**src/rtl/pipe_pkg.sv**
```systemverilog
// Shared types for the pipe_datapath slice.
//   alu_op_e      : ALU operation codes driven on alu_ctrl
//   result_src_e  : writeback source select
//   mem_ctrl_t    : control payload held in the MEM stage register
//   wb_ctrl_t     : control payload held in the WB stage register
package pipe_pkg;

    localparam int unsigned ALU_OP_W     = 4;
    localparam int unsigned RESULT_SRC_W = 2;

    typedef enum logic [ALU_OP_W-1:0] {
        ALU_ADD  = 4'b0000,
        ALU_SUB  = 4'b0001,
        ALU_AND  = 4'b0010,
        ALU_OR   = 4'b0011,
        ALU_XOR  = 4'b0100,
        ALU_SLT  = 4'b0101,
        ALU_SLTU = 4'b0110,
        ALU_SLL  = 4'b0111,
        ALU_SRL  = 4'b1000,
        ALU_SRA  = 4'b1001
    } alu_op_e;

    // Code 11 is a second encoding of the ALU result.
    typedef enum logic [RESULT_SRC_W-1:0] {
        RS_ALU     = 2'b00,
        RS_LOAD    = 2'b01,
        RS_PC4     = 2'b10,
        RS_ALU_ALT = 2'b11
    } result_src_e;

    typedef struct packed {
        logic        valid;
        logic        reg_write;
        logic        mem_write;
        result_src_e result_src;
    } mem_ctrl_t;

    typedef struct packed {
        logic valid;
        logic reg_write;
    } wb_ctrl_t;

    function automatic logic is_load(input result_src_e src);
        return src == RS_LOAD;
    endfunction

endpackage

```
**src/rtl/pipe_alu.sv**
```systemverilog
// Combinational ALU for the EX stage.
//   a, b : source operands (SrcA, SrcB)
//   op   : operation code (alu_op_e encoding); unknown codes give 0
//   y    : result, modulo 2**DATA_WIDTH
module pipe_alu
    import pipe_pkg::*;
#(
    parameter int unsigned DATA_WIDTH = 32
) (
    input  logic [DATA_WIDTH-1:0] a,
    input  logic [DATA_WIDTH-1:0] b,
    input  logic [ALU_OP_W-1:0]   op,
    output logic [DATA_WIDTH-1:0] y
);

    localparam int unsigned SHAMT_W = $clog2(DATA_WIDTH);

    logic [SHAMT_W-1:0] shamt;
    logic               lt_signed;
    logic               lt_unsigned;

    assign shamt       = b[SHAMT_W-1:0];
    assign lt_signed   = $signed(a) < $signed(b);
    assign lt_unsigned = a < b;

    // Operation select.
    always_comb begin
        y = '0;
        case (alu_op_e'(op))
            ALU_ADD:  y = a + b;
            ALU_SUB:  y = a - b;
            ALU_AND:  y = a & b;
            ALU_OR:   y = a | b;
            ALU_XOR:  y = a ^ b;
            ALU_SLT:  y = {{(DATA_WIDTH-1){1'b0}}, lt_signed};
            ALU_SLTU: y = {{(DATA_WIDTH-1){1'b0}}, lt_unsigned};
            ALU_SLL:  y = a << shamt;
            ALU_SRL:  y = a >> shamt;
            ALU_SRA:  y = $unsigned($signed(a) >>> shamt);
            default:  y = '0;
        endcase
    end

endmodule

```
**src/rtl/pipe_datapath.sv**
```systemverilog
// Three-stage integer datapath: EX (operand read, forwarding, ALU),
// MEM (memory handshake), WB (register write).
//   clk, rst                 : clock, synchronous active-high reset
//   in_valid / in_ready      : issue-slot handshake
//   rs1, rs2, rd, imm_ext,
//   pc_plus4, alu_src,
//   alu_ctrl, mem_write,
//   reg_write, result_src    : decoded operation in the issue slot
//   mem_req/we/addr/wdata    : memory request, held until mem_ready
//   mem_rdata, mem_ready     : memory response
//   zero, alu_result         : registered ALU status of last accepted op
//   test_addr / test_data    : debug register read port
module pipe_datapath
    import pipe_pkg::*;
#(
    parameter int unsigned DATA_WIDTH = 32,
    parameter int unsigned REG_ADDR_W = 5
) (
    input  logic                    clk,
    input  logic                    rst,
    input  logic                    in_valid,
    output logic                    in_ready,
    input  logic [REG_ADDR_W-1:0]   rs1,
    input  logic [REG_ADDR_W-1:0]   rs2,
    input  logic [REG_ADDR_W-1:0]   rd,
    input  logic [DATA_WIDTH-1:0]   imm_ext,
    input  logic [DATA_WIDTH-1:0]   pc_plus4,
    input  logic                    alu_src,
    input  logic [ALU_OP_W-1:0]     alu_ctrl,
    input  logic                    mem_write,
    input  logic                    reg_write,
    input  logic [RESULT_SRC_W-1:0] result_src,
    output logic                    mem_req,
    output logic                    mem_we,
    output logic [DATA_WIDTH-1:0]   mem_addr,
    output logic [DATA_WIDTH-1:0]   mem_wdata,
    input  logic [DATA_WIDTH-1:0]   mem_rdata,
    input  logic                    mem_ready,
    output logic                    zero,
    output logic [DATA_WIDTH-1:0]   alu_result,
    input  logic [REG_ADDR_W-1:0]   test_addr,
    output logic [DATA_WIDTH-1:0]   test_data
);

    localparam int unsigned NUM_REGS = 2 ** REG_ADDR_W;

    // ------------------------------------------------------------------
    // State
    // ------------------------------------------------------------------
    logic [DATA_WIDTH-1:0] regs [NUM_REGS];

    mem_ctrl_t             mem_ctrl;
    logic [REG_ADDR_W-1:0] mem_rd;
    logic [DATA_WIDTH-1:0] mem_alu;
    logic [DATA_WIDTH-1:0] mem_store_data;
    logic [DATA_WIDTH-1:0] mem_pc4;

    wb_ctrl_t              wb_ctrl;
    logic [REG_ADDR_W-1:0] wb_rd;
    logic [DATA_WIDTH-1:0] wb_data;

    // ------------------------------------------------------------------
    // Combinational signals
    // ------------------------------------------------------------------
    logic                  wb_we;
    logic [DATA_WIDTH-1:0] rs1_rf;
    logic [DATA_WIDTH-1:0] rs2_rf;
    logic                  mem_fwd_en;
    logic [DATA_WIDTH-1:0] mem_fwd_val;
    logic [DATA_WIDTH-1:0] src_a;
    logic [DATA_WIDTH-1:0] rs2_fwd;
    logic [DATA_WIDTH-1:0] src_b;
    logic [DATA_WIDTH-1:0] alu_y;
    logic                  rs2_used;
    logic                  mem_is_load;
    logic                  mem_busy;
    logic                  mem_hold;
    logic                  load_use;
    logic                  accept;
    logic [DATA_WIDTH-1:0] mem_result;

    // Register read with x0 hard-wired to zero and WB write-through.
    function automatic logic [DATA_WIDTH-1:0] rf_pick(
        input logic [REG_ADDR_W-1:0] addr,
        input logic [DATA_WIDTH-1:0] stored,
        input logic                  we,
        input logic [REG_ADDR_W-1:0] waddr,
        input logic [DATA_WIDTH-1:0] wdata
    );
        if (addr == '0) begin
            return '0;
        end
        if (we && (waddr == addr)) begin
            return wdata;
        end
        return stored;
    endfunction

    assign wb_we     = wb_ctrl.valid & wb_ctrl.reg_write & (wb_rd != '0);
    assign rs1_rf    = rf_pick(rs1, regs[rs1], wb_we, wb_rd, wb_data);
    assign rs2_rf    = rf_pick(rs2, regs[rs2], wb_we, wb_rd, wb_data);
    assign test_data = rf_pick(test_addr, regs[test_addr], wb_we, wb_rd, wb_data);

    // A load in MEM has no data yet; it is handled by stalling, not forwarding.
    assign mem_is_load = mem_ctrl.valid & is_load(mem_ctrl.result_src);
    assign mem_fwd_en  = mem_ctrl.valid & mem_ctrl.reg_write & ~is_load(mem_ctrl.result_src);
    assign mem_fwd_val = (mem_ctrl.result_src == RS_PC4) ? mem_pc4 : mem_alu;

    // EX operand selection: x0, then MEM result, then WB/register file.
    always_comb begin
        src_a = rs1_rf;
        if (rs1 == '0) begin
            src_a = '0;
        end else if (mem_fwd_en && (mem_rd == rs1)) begin
            src_a = mem_fwd_val;
        end
    end

    always_comb begin
        rs2_fwd = rs2_rf;
        if (rs2 == '0) begin
            rs2_fwd = '0;
        end else if (mem_fwd_en && (mem_rd == rs2)) begin
            rs2_fwd = mem_fwd_val;
        end
    end

    assign src_b = alu_src ? imm_ext : rs2_fwd;

    pipe_alu #(
        .DATA_WIDTH (DATA_WIDTH)
    ) u_alu (
        .a  (src_a),
        .b  (src_b),
        .op (alu_ctrl),
        .y  (alu_y)
    );

    // ------------------------------------------------------------------
    // Hazards and handshake
    // ------------------------------------------------------------------
    assign rs2_used = ~alu_src | mem_write;
    assign mem_busy = mem_ctrl.valid & (mem_ctrl.mem_write | is_load(mem_ctrl.result_src));
    assign mem_hold = mem_busy & ~mem_ready;

    assign load_use = mem_is_load & (mem_rd != '0) &
                      ((mem_rd == rs1) | (rs2_used & (mem_rd == rs2)));

    // EX never issues behind a memory op, so the slot stays closed through
    // the mem_ready cycle as well; the bubble lets MEM drain into WB.
    assign in_ready = rst | ~(mem_busy | load_use);
    assign accept   = in_valid & in_ready;

    assign mem_req   = mem_busy & ~rst;
    assign mem_we    = mem_req & mem_ctrl.mem_write;
    assign mem_addr  = mem_alu;
    assign mem_wdata = mem_store_data;

    // Writeback value chosen at the MEM/WB boundary; load data is captured here.
    always_comb begin
        mem_result = mem_alu;
        case (mem_ctrl.result_src)
            RS_LOAD: mem_result = mem_rdata;
            RS_PC4:  mem_result = mem_pc4;
            default: mem_result = mem_alu;
        endcase
    end

    // ------------------------------------------------------------------
    // EX -> MEM register; holds while the memory request is outstanding.
    // ------------------------------------------------------------------
    always_ff @(posedge clk) begin
        if (rst) begin
            mem_ctrl       <= '0;
            mem_rd         <= '0;
            mem_alu        <= '0;
            mem_store_data <= '0;
            mem_pc4        <= '0;
        end else if (!mem_hold) begin
            if (accept) begin
                mem_ctrl <= '{valid:      1'b1,
                              reg_write:  reg_write,
                              mem_write:  mem_write,
                              result_src: result_src_e'(result_src)};
                mem_rd         <= rd;
                mem_alu        <= alu_y;
                mem_store_data <= rs2_fwd;
                mem_pc4        <= pc_plus4;
            end else begin
                mem_ctrl <= '0;
            end
        end
    end

    // ------------------------------------------------------------------
    // MEM -> WB register; a bubble enters while MEM waits.
    // ------------------------------------------------------------------
    always_ff @(posedge clk) begin
        if (rst) begin
            wb_ctrl <= '0;
            wb_rd   <= '0;
            wb_data <= '0;
        end else if (mem_ctrl.valid && !mem_hold) begin
            wb_ctrl <= '{valid: 1'b1, reg_write: mem_ctrl.reg_write};
            wb_rd   <= mem_rd;
            wb_data <= mem_result;
        end else begin
            wb_ctrl <= '0;
        end
    end

    // Register file write port.
    always_ff @(posedge clk) begin
        if (rst) begin
            regs <= '{default: '0};
        end else if (wb_we) begin
            regs[wb_rd] <= wb_data;
        end
    end

    // ALU status of the most recently accepted operation.
    always_ff @(posedge clk) begin
        if (rst) begin
            alu_result <= '0;
            zero       <= 1'b0;
        end else if (accept) begin
            alu_result <= alu_y;
            zero       <= (alu_y == '0);
        end
    end

endmodule

```
**config.mk**
```make
export PLATFORM = sky130hd
export DESIGN_NAME = pipe_datapath
export DESIGN_NICKNAME = d
export VERILOG_FILES = /design/src/rtl/pipe_pkg.sv /design/src/rtl/pipe_alu.sv /design/src/rtl/pipe_datapath.sv
export SDC_FILE = /design/constraint.sdc
export NUM_CORES = 2
export LEC_CHECK = 0
export CAP_MARGIN = 20
export CORE_AREA = 5 5 430 432
export CTS_BUF_LIST = sky130_fd_sc_hd__clkbuf_8
export DETAILED_ROUTE_END_ITERATION = 10
export DIE_AREA = 0 0 435 437
export PLACE_DENSITY = 0.71
export SYNTH_ARGS = -nofsm -noshare
export SYNTH_HDL_FRONTEND = slang
export SYNTH_SLANG_ARGS = --single-unit
```
**constraint.sdc**
```tcl
create_clock -name clk -period 8.15 [get_ports clk]
set_input_delay 0.815 -clock clk [delete_from_list [all_inputs] [get_ports clk]]
set_output_delay 0.815 -clock clk [all_outputs]
set_load 0.02 [all_outputs]
```
==> flow_summary.ini <==
[run_status]
status = finished clean

[power]
peakVddDrop_mv = 0.168
p_leak_nw = 29.3
power.density_mw_per_mm2 = 166

[clocking]
path_clk_slew_ns = 0.06
post-cts-setup-buffer-count = 0
cts_buffers = 201
clockBufferDepth = 3
htree_levels = 4
postCtsHoldBufs = 0
root_buffer = clkbuf_8
clkLatencyLatePin_ns = 1.05
cts_tree = built
cts.sinks = 1202

[floorplan]
die_y_um = 437
die_x_um = 435
start_util = 0.428
ios = 261
die_area_mm2 = 0.190
rows = 156
core_area_mm2 = 0.180

[setup_path]
path_buf_inv = 3
critical_path_class = flop to flop
cp.required_ns = 9.03
r2r-start = wb_rd[1]
cp_top_family = simple AND/OR/NAND/NOR gates
ff2ff_path_depth = 27
slowest_delay_ns = 0.75
r2r-end = zero
crit_fanout = 32
startpoint_type = flop
slowest_stage = nor2_2
reg2reg_slack_ns = 0.39
worstSetupEndpointType = flop
arrival_ns = 8.64

[drt]
first_pass_iters = 9
wire_per_inst_um = 33.4
drt-total-wl_mm = 375
routed_via_density = 6.92
drt_iter0_drc = 13000
via_count = 77700
post-route-drc-count = 0
antenna_violating_nets_post_route = 0

[synth]
seq_area_frac_synth = 0.312
synth.avg_cell_area_um2 = 8.78
synthDominantCellAreaShare = 0.312
yosys_warnings = 0
yosys.area.top_type = dfxtp_1
synth_area_mm2 = 0.0771
synth.distinct_cells = 97
synth_area_leaders = dfxtp_1 (31%), mux4_2 (23%), nand2_1 (11%)
ys.flop_type = dfxtp_1
synthCells = 8782
synth-edff-count = 0
postSynthRegisterBits = 1202
syn-num-nets = 9013
ys_async_sr_fraction = 0

[placed_design]
port_buffers = 260
dp_hpwl_mm = 242
place_inst = 10800
gp_congestion = 1.06

[job]
maxCapViolCount = 0

[sta]
skew_ns = 0.113
finalCritPeriodShare = 0.952
fmax_ghz = 0.129
rsz0062_at_grt = no
finalSetupViolations = 0
slew_violations = 0
tns_ns = 0
slew_headroom = 0.144
hold_viol = 0
tightestPinTransition_ns = 1.28
finalCriticalPeriod_ns = 7.76

[cells_and_area]
instances_no_fill = 11200
nets = 8906
drive_gt1_frac = 0.192
areaGrowthSynthToFinish_pct = 13.0
nFillCells = 16600

[worst_hold_path]
worstHoldPathCells = 2
worstHoldStart = rst
min_path_type = primary input to flop
whs_endpoint = mem_wdata[6]

[grt]
grt_pass1_wl_mm = 529
grt_pass1_vias = 73700
track_usage = 0.378
grt_overflow = 0
grt_max_degree = 221
antenna_found_initial = 24
## worst max-delay path by stage
stage | start | end | slack (ns) | depth (start not counted)
after floorplan | rs2[0] | zero | 0.70 | 33
after global placement | rs1[2] | zero | 0.11 | 29
after detailed placement | rs1[3] | zero | 0.22 | 27
after CTS | wb_rd[1] | zero | 0.56 | 27
after global routing | wb_rd[1] | zero | 0.33 | 27
final | wb_rd[1] | zero | 0.39 | 27
## worst reg2reg max path, cell delays in order (launching register included)
cell	delay, ns
dfxtp_1	0.36
nor2_2	0.75
a21o_1	0.45
nor4_4	0.12
buf_12	0.22
nor4_2	0.69
buf_4	0.23
a221o_1	0.17
inv_1	0.09
ha_1	0.24
fa_1	0.45
nor2b_1	0.13
o21ai_0	0.11
a21boi_0	0.33
o22ai_1	0.18
o21bai_1	0.22
a21o_1	0.17
a22oi_1	0.09
xnor2_1	0.32
o221ai_1	0.18
a221oi_1	0.32
nand3_1	0.14
nor4_2	0.28
nand4_1	0.34
or4_1	0.65
nor4_1	0.29
nand2_1	0.10
nand2_1	0.06
## cells in the final DEF (no fill, tap or decap), types with 143 or more instances in the layout
cell             count
a21oi_1           1324
nor2_1             444
clkbuf_8           263
dfxtp_1           1202
nand2_1           2248
mux4_2             798
clkdlybuf4s50_1    244
mux2i_1            246
a211oi_1           182
buf_4              321
inv_1              143
## cells in the mapped netlist, types with 16 or more instances
| cell type | n |
|---|---|
| o22ai_1 | 28 |
| nor3_1 | 146 |
| mux2_2 | 72 |
| xnor2_1 | 32 |
| o21a_1 | 24 |
| nor2b_1 | 62 |
| a221oi_1 | 48 |
| a31oi_1 | 19 |
| buf_1 | 105 |
| inv_1 | 94 |
| o221ai_1 | 72 |
| o211ai_1 | 20 |
| nor4_1 | 45 |
| o21ai_0 | 119 |
| dfxtp_1 | 1202 |
| nand2_1 | 2273 |
| nor2_1 | 479 |
| buf_4 | 21 |
| nand3_1 | 34 |
| mux4_2 | 798 |
| a221o_1 | 35 |
| and2_1 | 21 |
| mux2i_1 | 247 |
| a22oi_1 | 58 |
| a21o_1 | 18 |
| ha_1 | 100 |
| or3_1 | 16 |
| and3_1 | 17 |
| xor2_1 | 19 |
| buf_6 | 24 |
| clkbuf_1 | 708 |
| a211oi_1 | 182 |
| a22o_1 | 33 |
| a21oi_1 | 1324 |
| buf_2 | 54 |
## stage by stage
stage	setup slack [ns]	area (um2)	utilization	hold slack (ns)	power, W
after floorplan	0.700	77100	-	0.436	0.00731
after global placement	0.105	82300	0.457	0.446	0.00820
after detailed placement	0.219	82300	0.457	0.452	0.00820
after CTS	0.558	87000	0.483	0.250	0.0144
after global routing	0.328	87100	0.483	0.304	0.0148
final	0.388	87100	0.483	0.299	0.0145
## logic make-up (layout without fill, tap and decap cells)
kind of cell	Yosys count	after routing	synth area share
xor+xnor	51	51	0.00579
other cells	0	19	0
compound gates	2102	2102	0.164
buf+inv	1016	1074	0.0548
simple gates	3182	3182	0.168
fa+ha+maj	102	102	0.0167
mux	1127	1127	0.279
flops	1202	1202	0.312
## where the power goes
| group | internal [W] | total, W | switching (W) |
|---|---|---|---|
| registers | 0.00592 | 0.00597 | 0.0000493 |
| logic | 0.000711 | 0.00219 | 0.00148 |
| clock network | 0.00344 | 0.00631 | 0.00286 |
| total | 0.0101 | 0.0145 | 0.00439 |
## repair_timing
item                                    4_1_cts  5_1_grt
endpoints found under the hold margin         0        0
resized for setup                             0        1
endpoints found under the setup margin        0        1
## state kept, by name, summed over array words and instances, names as in the netlist
name and flops:
mem_addr 32, mem_ctrl 5, wb_rd 5, alu_result 32, regs 1024, zero 1
wb_ctrl 2, mem_pc4 32, mem_wdata 32, wb_data 32, mem_rd 5
## layout make-up
| class | instances | area, um2 | area share |
|---|---|---|---|
| clock inverters | 105 | 1060 | 0.0122 |
| repair buffers | 608 | 5580 | 0.0641 |
| inverters | 98 | 370 | 0.00425 |
| multi-input cells | 6564 | 49400 | 0.567 |
| flip-flops and latches | 1202 | 24100 | 0.276 |
| diodes | 19 | 47.5 | 0.000546 |
| well taps | 2370 | 2970 | 0.0341 |
| clock buffers | 263 | 3620 | 0.0416 |
## metal layers
layer  part of all wire  up-vias  GRT usage
li1                   -    31600          -
met1               0.33    37100      0.435
met2               0.42     7010      0.560
met3               0.15     1994      0.140
met4               0.10       12      0.313
met5            0.00064        -    0.00554
No activity file was read; power rests on OpenSTA's default activity.
